===== src/rtl/clock_mode_ctrl_if.sv =====
// ---------------------------------------------------------------------------
// clock_mode_ctrl_if : button, time-datapath and display bundle for clock_mode_ctrl
// Revision: 1.0
// ---------------------------------------------------------------------------
`default_nettype none

interface clock_mode_ctrl_if;
  logic       btnC;
  logic       btnU;
  logic       btnD;
  logic       btnL;
  logic       btnR;
  logic [5:0] cur_hour;
  logic [5:0] cur_min;
  logic [5:0] cur_sec;
  logic       run_en;
  logic       load;
  logic [5:0] set_hour;
  logic [5:0] set_min;
  logic [5:0] alarm_hour;
  logic [5:0] alarm_min;
  logic       alarm_armed;
  logic       ringing;
  logic [1:0] mode;
  logic       field;
  logic       blink;

  modport master (
    output btnC, btnU, btnD, btnL, btnR, cur_hour, cur_min, cur_sec,
    input  run_en, load, set_hour, set_min, alarm_hour, alarm_min,
           alarm_armed, ringing, mode, field, blink
  );

  modport slave (
    input  btnC, btnU, btnD, btnL, btnR, cur_hour, cur_min, cur_sec,
    output run_en, load, set_hour, set_min, alarm_hour, alarm_min,
           alarm_armed, ringing, mode, field, blink
  );
endinterface

`default_nettype wire


===== src/rtl/clock_mode_ctrl.sv =====
// ---------------------------------------------------------------------------
// clock_mode_ctrl : mode/sequencing controller for the digital clock datapath.
// Optional macro SNOOZE_EN: U in RING snoozes the alarm by SNOOZE_MIN minutes.
// Revision: 1.0
// ---------------------------------------------------------------------------
`default_nettype none

module clock_mode_ctrl #(
  parameter int CLK_HZ      = 10_000_000,
  parameter int TIMEOUT_SEC = 30,
  parameter int RING_SEC    = 60,
  parameter int SNOOZE_MIN  = 5
) (
  input  logic             clk,
  input  logic             rst,
  clock_mode_ctrl_if.slave bus
);

  localparam int PW       = (CLK_HZ > 1) ? $clog2(CLK_HZ) : 1;
  localparam int BLINK_TC = (CLK_HZ / 4 > 1) ? CLK_HZ / 4 : 1;
  localparam int BW       = (BLINK_TC > 1) ? $clog2(BLINK_TC) : 1;
  localparam int TW       = $clog2(TIMEOUT_SEC + 1);
  localparam int RW       = $clog2(RING_SEC + 1);

  typedef enum logic [1:0] {
    ST_RUN        = 2'd0,
    ST_EDIT_TIME  = 2'd1,
    ST_EDIT_ALARM = 2'd2,
    ST_RING       = 2'd3
  } state_t;

  state_t        state_q, state_d;
  logic [4:0]    btn_prev_q;
  logic [PW-1:0] presc_q, presc_d;
  logic [BW-1:0] blink_cnt_q, blink_cnt_d;
  logic          blink_q, blink_d;
  logic [TW-1:0] tmo_q, tmo_d;
  logic [RW-1:0] ring_cnt_q, ring_cnt_d;
  logic [5:0]    buf_hour_q, buf_hour_d, buf_min_q, buf_min_d;
  logic [5:0]    alarm_hour_q, alarm_hour_d, alarm_min_q, alarm_min_d;
  logic          armed_q, armed_d;
  logic          field_q, field_d;
  logic          load_q, load_d;
  logic          run_en_q, run_en_d;
  logic          match_q, match_d;

  logic [4:0] btn, edges;
  logic       act_c, act_u, act_d, act_l, act_r, any_edge;
  logic       sec_pulse, blink_tick, match_rise;

  // Button order {C,U,D,L,R}; only the highest-priority edge acts.
  assign btn      = {bus.btnC, bus.btnU, bus.btnD, bus.btnL, bus.btnR};
  assign edges    = btn & ~btn_prev_q;
  assign any_edge = |edges;
  assign act_c    = edges[4];
  assign act_u    = edges[3] & ~edges[4];
  assign act_d    = edges[2] & ~(|edges[4:3]);
  assign act_l    = edges[1] & ~(|edges[4:2]);
  assign act_r    = edges[0] & ~(|edges[4:1]);

  assign sec_pulse  = (presc_q == PW'(CLK_HZ - 1));
  assign blink_tick = (blink_cnt_q == BW'(BLINK_TC - 1));

  assign match_d    = armed_q && (bus.cur_hour == alarm_hour_q) &&
                      (bus.cur_min == alarm_min_q) && (bus.cur_sec == 6'd0);
  assign match_rise = match_d & ~match_q;

`ifdef SNOOZE_EN
  logic [6:0] snz_sum;
  assign snz_sum = {1'b0, alarm_min_q} + 7'(SNOOZE_MIN);
`endif

  always_comb begin
    state_d      = state_q;
    buf_hour_d   = buf_hour_q;
    buf_min_d    = buf_min_q;
    alarm_hour_d = alarm_hour_q;
    alarm_min_d  = alarm_min_q;
    armed_d      = armed_q;
    field_d      = field_q;
    load_d       = 1'b0;
    tmo_d        = tmo_q;
    ring_cnt_d   = ring_cnt_q;
    presc_d      = sec_pulse ? '0 : presc_q + 1'b1;
    blink_cnt_d  = blink_tick ? '0 : blink_cnt_q + 1'b1;

    case (state_q)
      ST_RUN: begin
        tmo_d      = '0;
        ring_cnt_d = '0;
        if (act_c) begin
          buf_hour_d = bus.cur_hour;
          buf_min_d  = bus.cur_min;
          field_d    = 1'b0;
          state_d    = ST_EDIT_TIME;
        end else if (act_r) begin
          buf_hour_d = alarm_hour_q;
          buf_min_d  = alarm_min_q;
          field_d    = 1'b0;
          state_d    = ST_EDIT_ALARM;
        end else if (act_d) begin
          armed_d = ~armed_q;
        end else if (match_rise) begin
          state_d = ST_RING;
        end
      end

      ST_EDIT_TIME, ST_EDIT_ALARM: begin
        if (act_c) begin
          state_d = ST_RUN;
          if (state_q == ST_EDIT_TIME) begin
            load_d = 1'b1;
          end else begin
            alarm_hour_d = buf_hour_q;
            alarm_min_d  = buf_min_q;
            armed_d      = 1'b1;
          end
        end else begin
          if (act_l || act_r) field_d = ~field_q;
          if (act_u) begin
            if (!field_q) buf_hour_d = (buf_hour_q == 6'd23) ? 6'd0 : buf_hour_q + 6'd1;
            else          buf_min_d  = (buf_min_q  == 6'd59) ? 6'd0 : buf_min_q  + 6'd1;
          end
          if (act_d) begin
            if (!field_q) buf_hour_d = (buf_hour_q == 6'd0) ? 6'd23 : buf_hour_q - 6'd1;
            else          buf_min_d  = (buf_min_q  == 6'd0) ? 6'd59 : buf_min_q  - 6'd1;
          end
          if (any_edge) begin
            tmo_d = '0;
          end else if (sec_pulse) begin
            if (tmo_q == TW'(TIMEOUT_SEC - 1)) begin
              tmo_d   = '0;
              state_d = ST_RUN;
            end else begin
              tmo_d = tmo_q + 1'b1;
            end
          end
        end
      end

      default: begin  // ST_RING
        if (any_edge) begin
          state_d = ST_RUN;
`ifdef SNOOZE_EN
          if (act_u) begin
            armed_d = 1'b1;
            if (snz_sum >= 7'd60) begin
              alarm_min_d  = 6'(snz_sum - 7'd60);
              alarm_hour_d = (alarm_hour_q == 6'd23) ? 6'd0 : alarm_hour_q + 6'd1;
            end else begin
              alarm_min_d = snz_sum[5:0];
            end
          end
`endif
        end else if (sec_pulse) begin
          if (ring_cnt_q == RW'(RING_SEC - 1)) begin
            ring_cnt_d = '0;
            state_d    = ST_RUN;
          end else begin
            ring_cnt_d = ring_cnt_q + 1'b1;
          end
        end
      end
    endcase

    // Counting pauses only while the live time is being edited.
    run_en_d = (state_d != ST_EDIT_TIME);
    if (state_d == ST_RUN) blink_d = 1'b0;
    else                   blink_d = blink_tick ? ~blink_q : blink_q;
  end

  always_ff @(posedge clk or posedge rst) begin
    if (rst) begin
      state_q      <= ST_RUN;
      btn_prev_q   <= 5'b11111;
      presc_q      <= '0;
      blink_cnt_q  <= '0;
      blink_q      <= 1'b0;
      tmo_q        <= '0;
      ring_cnt_q   <= '0;
      buf_hour_q   <= '0;
      buf_min_q    <= '0;
      alarm_hour_q <= '0;
      alarm_min_q  <= '0;
      armed_q      <= 1'b0;
      field_q      <= 1'b0;
      load_q       <= 1'b0;
      run_en_q     <= 1'b1;
      match_q      <= 1'b0;
    end else begin
      state_q      <= state_d;
      btn_prev_q   <= btn;
      presc_q      <= presc_d;
      blink_cnt_q  <= blink_cnt_d;
      blink_q      <= blink_d;
      tmo_q        <= tmo_d;
      ring_cnt_q   <= ring_cnt_d;
      buf_hour_q   <= buf_hour_d;
      buf_min_q    <= buf_min_d;
      alarm_hour_q <= alarm_hour_d;
      alarm_min_q  <= alarm_min_d;
      armed_q      <= armed_d;
      field_q      <= field_d;
      load_q       <= load_d;
      run_en_q     <= run_en_d;
      match_q      <= match_d;
    end
  end

  assign bus.run_en      = run_en_q;
  assign bus.load        = load_q;
  assign bus.set_hour    = buf_hour_q;
  assign bus.set_min     = buf_min_q;
  assign bus.alarm_hour  = alarm_hour_q;
  assign bus.alarm_min   = alarm_min_q;
  assign bus.alarm_armed = armed_q;
  assign bus.ringing     = (state_q == ST_RING);
  assign bus.mode        = state_q;
  assign bus.field       = field_q;
  assign bus.blink       = blink_q;

endmodule

`default_nettype wire


===== src/flat_wrapper.sv =====
// flat-port wrapper written by rule: the top's interface ports become plain ports
module clock_mode_ctrl_flat 
#(
  parameter int CLK_HZ      = 10_000_000,
  parameter int TIMEOUT_SEC = 30,
  parameter int RING_SEC    = 60,
  parameter int SNOOZE_MIN  = 5
)
  (clk, rst, bus_btnC, bus_btnU, bus_btnD, bus_btnL, bus_btnR, bus_cur_hour, bus_cur_min, bus_cur_sec, bus_run_en, bus_load, bus_set_hour, bus_set_min, bus_alarm_hour, bus_alarm_min, bus_alarm_armed, bus_ringing, bus_mode, bus_field, bus_blink);
  clock_mode_ctrl_if bus_i ();
  input  logic clk;
  input  logic rst;
  input wire logic [$bits(bus_i.btnC)-1:0] bus_btnC;
  input wire logic [$bits(bus_i.btnU)-1:0] bus_btnU;
  input wire logic [$bits(bus_i.btnD)-1:0] bus_btnD;
  input wire logic [$bits(bus_i.btnL)-1:0] bus_btnL;
  input wire logic [$bits(bus_i.btnR)-1:0] bus_btnR;
  input wire logic [$bits(bus_i.cur_hour)-1:0] bus_cur_hour;
  input wire logic [$bits(bus_i.cur_min)-1:0] bus_cur_min;
  input wire logic [$bits(bus_i.cur_sec)-1:0] bus_cur_sec;
  output wire logic [$bits(bus_i.run_en)-1:0] bus_run_en;
  output wire logic [$bits(bus_i.load)-1:0] bus_load;
  output wire logic [$bits(bus_i.set_hour)-1:0] bus_set_hour;
  output wire logic [$bits(bus_i.set_min)-1:0] bus_set_min;
  output wire logic [$bits(bus_i.alarm_hour)-1:0] bus_alarm_hour;
  output wire logic [$bits(bus_i.alarm_min)-1:0] bus_alarm_min;
  output wire logic [$bits(bus_i.alarm_armed)-1:0] bus_alarm_armed;
  output wire logic [$bits(bus_i.ringing)-1:0] bus_ringing;
  output wire logic [$bits(bus_i.mode)-1:0] bus_mode;
  output wire logic [$bits(bus_i.field)-1:0] bus_field;
  output wire logic [$bits(bus_i.blink)-1:0] bus_blink;
  assign bus_i.btnC = bus_btnC;
  assign bus_i.btnU = bus_btnU;
  assign bus_i.btnD = bus_btnD;
  assign bus_i.btnL = bus_btnL;
  assign bus_i.btnR = bus_btnR;
  assign bus_i.cur_hour = bus_cur_hour;
  assign bus_i.cur_min = bus_cur_min;
  assign bus_i.cur_sec = bus_cur_sec;
  assign bus_run_en = bus_i.run_en;
  assign bus_load = bus_i.load;
  assign bus_set_hour = bus_i.set_hour;
  assign bus_set_min = bus_i.set_min;
  assign bus_alarm_hour = bus_i.alarm_hour;
  assign bus_alarm_min = bus_i.alarm_min;
  assign bus_alarm_armed = bus_i.alarm_armed;
  assign bus_ringing = bus_i.ringing;
  assign bus_mode = bus_i.mode;
  assign bus_field = bus_i.field;
  assign bus_blink = bus_i.blink;
  clock_mode_ctrl #(.CLK_HZ(CLK_HZ), .TIMEOUT_SEC(TIMEOUT_SEC), .RING_SEC(RING_SEC), .SNOOZE_MIN(SNOOZE_MIN)) u_core (.clk(clk), .rst(rst), .bus(bus_i));
endmodule

===== config.mk =====
export PLATFORM = sky130hd
export DESIGN_NAME = clock_mode_ctrl_flat
export DESIGN_NICKNAME = d
export VERILOG_FILES = /design/src/rtl/clock_mode_ctrl_if.sv /design/src/rtl/clock_mode_ctrl.sv /design/src/flat_wrapper.sv
export SDC_FILE = /design/constraint.sdc
export NUM_CORES = 1
export LEC_CHECK = 0
export CAP_MARGIN = 0
export CORE_MARGIN = 8
export CORE_UTILIZATION = 40
export CTS_CLUSTER_DIAMETER = 40
export DETAILED_ROUTE_END_ITERATION = 7
export GPL_ROUTABILITY_DRIVEN = 0
export PLACE_DENSITY_LB_ADDON = 0.2
export SLEW_MARGIN = 20
export SYNTH_ARGS = -nofsm -noshare
export SYNTH_HDL_FRONTEND = slang
export SYNTH_SLANG_ARGS = --single-unit

===== constraint.sdc =====
create_clock -name clk -period 4.1 [get_ports clk]
set_input_delay 0.41 -clock clk [delete_from_list [all_inputs] [get_ports clk]]
set_output_delay 0.41 -clock clk [all_outputs]
set_load 0.005 [all_outputs]

# Word-level counts from Yosys, hierarchy flattened
# Cells that the tools add are included.
op_classes:
  bitwise: 17
  eq_ne: 22
  n_mul: 0
  n_shift: 0
  reduce_logical: 23
  order_cmp: 0
  muxes: 59
  n_div: 0
  n_addsub: 8
op_table:
  columns: ["cell", "n"]
  rows:
  - ["$mux 6", 21]
  - ["$pmux 6 s2", 3]
  - ["$add 24x1->24 const B", 1]
  - ["$eq 24x24->1 const B", 1]
  - ["$mux 24", 1]
  - ["$add 22x1->22 const B", 1]
  - ["$eq 22x22->1 const B", 1]
  - ["$mux 2", 11]
  - ["$mux 22", 1]
  - ["$mux 5", 4]
  - ["$add 6x1->6 const B", 3]
  - ["$logic_not 6->1", 3]
  - ["$mux 1", 14]
  - ["$eq 6x6->1", 2]
  - ["$eq 6x6->1 const B", 2]
  - ["$reduce_and 3->1", 4]
  - ["$sub 6x1->6 const B", 2]
  - ["$ne 2x2->1 const B", 5]
  - ["$not 1->1", 10]
  - ["$pmux 5 s2", 1]
  - ["$ne 2x1->1 const B", 4]
  - ["$eq 6x5->1 const B", 1]
  - ["$ne 3x1->1 const B", 2]
  - ["$reduce_and 6->1", 1]
  - ["18 further kinds", 30]
totals:
  inputBits: 25
  latchBits: 0
  word_cells: 145
  mem_bits_rw: 0
  reg_bits: 94
  memories: 0
  rom_bits: 0
  out_inout_bits: 32

# Longest topological paths before layout
logic_depth:
  ltp_word: 12
  mapped_depth: 9

# Least setup slack after synthesis
# Ideal clock, no wire load.
synth_timing:
  path_kind: "register to register"
  startpoint: "register u_core.buf_min_q[0], in the netlist u_core.bus.set_min[0]"
  endpoint: "register u_core.buf_min_q[3], in the netlist u_core.bus.set_min[3]"
  t_required_ns: 3.965
  n_path_buf: 0
  setup_slack_ns: 2.082
  arrival_time_ns: 1.883
  stages_incl_launch_ff: 9
  cell_sequence: "dfrtp_1 inv_1 ha_1 nor2b_1 a2111oi_0 and2_1 nand2_1 a31oi_1 o21ai_0"
synth_via:
  elab_chain_cells: 8
  word_cells_on_any_way: 12
  cone_classes: "add/sub: 2; eq/ne: 1; mux: 8; reduce/logical: 1"
synth_lines:
  columns: ["element", "line", "rtl"]
  rows:
  - ["start: declaration", "clock_mode_ctrl.sv:39", "logic [5:0] buf_hour_q, buf_hour_d, buf_min_q, buf_min_d;"]
  - ["start signal: assignment", "clock_mode_ctrl.sv:199", "buf_min_q <= buf_min_d;"]
  - ["$add 6x1->6 / $eq 6x6->1 (equally long branches)", "clock_mode_ctrl.sv:122", "else buf_min_d = (buf_min_q == 6'd59) ? 6'd0 : buf_min_q + 6'd1;"]
  - ["$mux 6", "clock_mode_ctrl.sv:122", null]
  - ["$mux 6", "clock_mode_ctrl.sv:121", "if (!field_q) buf_hour_d = (buf_hour_q == 6'd23) ? 6'd0 : buf_hour_q + 6'd1;"]
  - ["$mux 6", "clock_mode_ctrl.sv:120", "if (act_u) begin"]
  - ["$mux 6", "clock_mode_ctrl.sv:125", "if (!field_q) buf_hour_d = (buf_hour_q == 6'd0) ? 6'd23 : buf_hour_q - 6'd1;"]
  - ["$mux 6 (*)", "clock_mode_ctrl.sv:124", "if (act_d) begin"]
  - ["$mux 6 (*)", "clock_mode_ctrl.sv:109", "if (act_c) begin"]
  - ["$pmux 6 s2 (*)", "clock_mode_ctrl.sv:87", "case (state_q)"]
# Every way passes the cells marked *; elsewhere a longest branch is shown, timed or not. The select of a mux whose other input is x is not followed.
# A chain may end at the register's enable or synchronous reset.

# Worst setup path in the final report
layout_timing:
  startpoint: "register u_core.state_q[0], in the netlist u_core.bus.mode[0]"
  endpoint: "register u_core.blink_q, in the netlist u_core.bus.blink"
layout_via:
  elab_chain_cells: 7
  word_cells_on_any_way: 19
  cone_classes: "eq/ne: 2; mux: 13; reduce/logical: 4"
layout_lines:
  columns: ["element", "line", "rtl"]
  rows:
  - ["start: declaration", "clock_mode_ctrl.sv:32", "state_t state_q, state_d;"]
  - ["start signal: assignment", "clock_mode_ctrl.sv:191", "state_q <= state_d;"]
  - ["$mux 2 (on tied branches)", "clock_mode_ctrl.sv:131, clock_mode_ctrl.sv:103", null]
  - ["$mux 2 (on tied branches)", "clock_mode_ctrl.sv:130, clock_mode_ctrl.sv:101", null]
  - ["$mux 2 (on tied branches)", "clock_mode_ctrl.sv:128, clock_mode_ctrl.sv:96", null]
  - ["$mux 2 (on tied branches)", "clock_mode_ctrl.sv:109, clock_mode_ctrl.sv:91", null]
  - ["$pmux 2 s2 (*)", "clock_mode_ctrl.sv:87", null]
  - ["$logic_not 2->1 (*)", "clock_mode_ctrl.sv:168", "if (state_d == ST_RUN) blink_d = 1'b0;"]
  - ["$mux 1 / $reduce_bool 2->1 (equally long branches)", null, null]
  - ["end signal: assignment", "clock_mode_ctrl.sv:195", "blink_q <= blink_d;"]
  - ["end: declaration", "clock_mode_ctrl.sv:36", "logic blink_q, blink_d;"]
# Every way passes the cells marked *; elsewhere a longest branch is shown, timed or not.

==> impl_metrics.py <==
metrics = {
    "outcome": {
        "status": "complete, no violations",
    },
    "synthesis": {
        "syn_inst": 615,
        "synth_fp_nets": 655,
        "synth_edf_count": 0,
        "synth_area_um2": 5573,
        "synth.yosys.seq_area_share_pct": 42.34,
        "ys_ff_latch": 94,
        "async_flop_share_pct": 100.0,
        "synth_flop_cell": "dfrtp_1",
        "synth.avg_cell_area_um2": 9.062,
        "ys_types": 65,
        "yosysWarnings": 0,
    },
    "layout": {
        "utilization_pct": 48.11,
        "drive_gt1_share_pct": 7.391,
        "finalNonFillerCells": 843,
        "multi_input_area_um2": 3038,
        "finalInstanceArea_um2": 6600,
        "fill_cells": 1318,
        "antennaDiodeCount": 0,
        "ff_latch_area_um2": 2360,
        "finish.net_count": 698,
        "area_growth_pct": 18.43,
    },
    "clock_network": {
        "htree_num_levels": 3,
        "clk_pin_slew_worst_paths_ps": 70,
        "cts.path.max_buffers": 2,
        "cts_tree": "yes",
        "cts_setup_buffers": 0,
        "cts_resized": 0,
        "clock-sinks": 94,
        "root_buffer": "clkbuf_16",
        "clk_latency_ps": 350,
        "hold_buffers": 0,
        "cts_buffers": 9,
    },
    "flow_run": {
        "maxCapViolCount": 0,
    },
    "grt": {
        "use_met3_pct": 3.366,
        "met1_usage_pct": 22.02,
        "grt_pass1_wl_um": 24690,
        "grtUsageMet2_pct": 26.39,
        "grt_max_degree": 50,
        "antenna_found_initial": 0,
        "grt_use_total_pct": 16.82,
        "gr-max-usage-layer": "met2",
        "grt.overflow.total": 0,
        "grt_pass1_vias": 4847,
    },
    "floorplan": {
        "coreArea_um2": 13720,
        "die_w_um": 134.0,
        "row_count": 43,
        "die-area_um2": 17970,
        "die_h_um": 134.0,
        "ios": 57,
        "initial_utilization_pct": 40.62,
    },
    "routing": {
        "wl_um": 14480,
        "first_pass_iters": 5,
        "drtIter0Drc": 464,
        "wl_per_cell_um": 17.18,
        "via_per_inst": 5.776,
        "drtAntennaViolNets": 0,
        "vias": 4869,
        "drc_errors": 0,
    },
    "power_and_ir_drop": {
        "ir_drop_mv": 0.2307,
        "p_switching_mw": 1.274,
        "p_per_area_nw_per_um2": 513.2,
        "p_int_mw": 2.114,
        "power.share.clock_pct": 25.7,
        "combPwrFrac_pct": 36.2,
        "p_leak_nw": 2.688,
        "switching_share_pct": 37.60,
        "p_seq_share_pct": 38.1,
    },
    "worst_setup_path": {
        "r2r-end": "u_core.bus.blink",
        "cp_max_fo": 21,
        "cp_common_cell": "inv_1",
        "cp_slowest_cell": "ha_1",
        "cp-start-kind": "flip-flop",
        "worstSetupPathType": "flip-flop to flip-flop",
        "path_cells": "inv_1, ha_1, buf_4, inv_1, a311oi_1, o31ai_1, a31oi_1",
        "reg2reg_slack_ps": 1550,
        "end_kind": "flip-flop",
        "worst_ep_arrival_time_ps": 2820,
        "timing.rr.start": "u_core.bus.mode[0]",
        "ff2ff_path_depth": 7,
        "max_stage_delay_ps": 590,
        "cp.required_ps": 4370,
    },
    "timing": {
        "fmax_mhz": 391.4,
        "finalSetupViolCount": 0,
        "timing.hold.ws_ps": 475.6,
        "tns_ps": 0,
        "layout_min_cycle_time_ps": 2555,
        "drv_slew": 0,
        "worst_slew_pin_slew_ps": 850.5,
        "hold_viol": 0,
        "slew_headroom_pct": 41.83,
        "grt_setup_unrepaired": "no",
        "min_period_over_period_pct": 62.31,
        "finalClockSkew_ps": 11.74,
    },
    "place": {
        "dp_hpwl_um": 10380,
        "portBuffers": 56,
        "placed_area_um2": 6295,
        "place_inst": 827,
    },
    "hold_path": {
        "min_path_type": "flip-flop to flip-flop",
        "hold_end": "u_core.presc_q[6]",
        "holdPathStages": 1,
        "hold_path_startpoint": "u_core.presc_q[6]",
    },
}
critical path: cells and delay by family (launching register included):
family                     cells  cell delay [ps]
DFF                            1              470
adders and majority gates      1              590
AOI/OAI and AO/OA              3              630
buffers and inverters          3              770
routing by layer:
metal	up-vias	wire length, um
li1	2304	-
met1	2398	6700
met2	140	6716
met3	27	772
met4	0	295
met5	-	0
worst max path at each step:
stage                              start                endpoint  slack, ps  depth (start not counted)
floorplan                            rst   u_core.blink_cnt_q[0]       1250                          1
global placement                bus_btnC  u_core.bus.set_hour[0]       1070                          7
detailed placement              bus_btnC  u_core.bus.set_hour[0]       1210                          7
CTS                 u_core.btn_prev_q[4]  u_core.bus.set_hour[0]       1500                          6
global route        u_core.btn_prev_q[4]  u_core.bus.set_hour[0]       1230                          6
finish                u_core.bus.mode[0]        u_core.bus.blink       1550                          7
area by class of cell:
| class | count | area share [%] |
|---|---|---|
| Multi-Input combinational cell | 475 | 46.03 |
| Sequential cell | 94 | 35.75 |
| Timing Repair Buffer | 60 | 9.137 |
| Clock buffer | 10 | 3.469 |
| Tap cell | 180 | 3.412 |
| Clock inverter | 6 | 1.156 |
| Inverter | 18 | 1.043 |
synth_stat cells (2+ instances only):
library cell / count / area [um2]
a2111oi_0: 3 / 26.28
a211oi_1: 2 / 15.01
a21o_1: 2 / 15.01
a21oi_1: 14 / 70.07
a221o_1: 3 / 30.03
a221oi_1: 3 / 26.28
a22o_1: 2 / 17.52
a2bb2oi_1: 4 / 35.03
a31oi_1: 14 / 87.58
and2_1: 7 / 43.79
and3_1: 15 / 93.84
and4_1: 5 / 43.79
buf_2: 7 / 35.03
clkbuf_1: 20 / 75.07
dfrtp_1: 88 / 2202
dfstp_2: 6 / 157.7
ha_1: 15 / 187.7
inv_1: 18 / 67.56
mux2_2: 9 / 101.4
mux2i_1: 2 / 20.02
nand2_1: 65 / 244.0
nand2b_1: 6 / 37.54
nand3_1: 43 / 215.2
nand4_1: 22 / 137.6
nor2_1: 54 / 202.7
nor2b_1: 12 / 75.07
nor3_1: 20 / 100.1
nor3_2: 2 / 20.02
nor3b_1: 3 / 22.52
nor4_1: 7 / 43.79
nor4_2: 2 / 25.02
nor4bb_1: 2 / 20.02
o211ai_1: 2 / 15.01
o21a_1: 3 / 22.52
o21ai_0: 30 / 150.1
o221ai_1: 2 / 17.52
o22ai_1: 6 / 37.54
o311ai_0: 2 / 17.52
o31a_1: 3 / 26.28
o31ai_1: 5 / 37.54
or3_1: 3 / 18.77
or4_1: 3 / 22.52
xnor2_1: 39 / 341.6
xor2_1: 19 / 166.4
power groups by stage:
| stage | Clock [mW] | Sequential, mW | Combinational (mW) |
|---|---|---|---|
| after floorplan | 0 | 1.20 | 0.840 |
| after CTS | 0.899 | 1.29 | 1.22 |
| after detailed placement | 0 | 1.31 | 1.22 |
| after global placement | 0 | 1.31 | 1.20 |
| after global routing | 0.932 | 1.32 | 1.37 |
| final | 0.869 | 1.29 | 1.23 |
state kept, by name (all words and copies together) (netlist names), 2 cells and up:
name / count
u_core.presc_q: 24
u_core.blink_cnt_q: 22
u_core.bus.alarm_hour: 6
u_core.bus.alarm_min: 6
u_core.bus.set_hour: 6
u_core.bus.set_min: 6
u_core.ring_cnt_q: 6
u_core.btn_prev_q: 5
u_core.tmo_q: 5
u_core.bus.mode: 2
per-stage QoR:
| step | total power, mW | worst slack [ps] |
|---|---|---|
| after global placement | 2.503 | 1068 |
| final | 3.387 | 1545 |
| after CTS | 3.415 | 1496 |
| after global routing | 3.625 | 1233 |
| after floorplan | 2.040 | 1251 |
| after detailed placement | 2.526 | 1207 |
layout by cell type (no fill, tap or decap), drive strengths merged, types with 21 or more instances in the layout:
cell type,count
xnor2,39
nand2,65
o21ai,31
nand3,44
clkdlybuf4s50,56
dfrtp,88
inv,21
nor2,55
nor3,22
nand4,22
cell families after synthesis:
logic type	share of synthesized area, %
AND/OR/NAND/NOR	26.07
AO/OA/AOI/OAI	13.67
flip-flops	42.34
XOR/XNOR	9.115
buffers and inverters	3.255
adder cells (fa/ha/maj)	3.368
multiplexers	2.178
No activity file was read; power rests on OpenSTA's default activity.
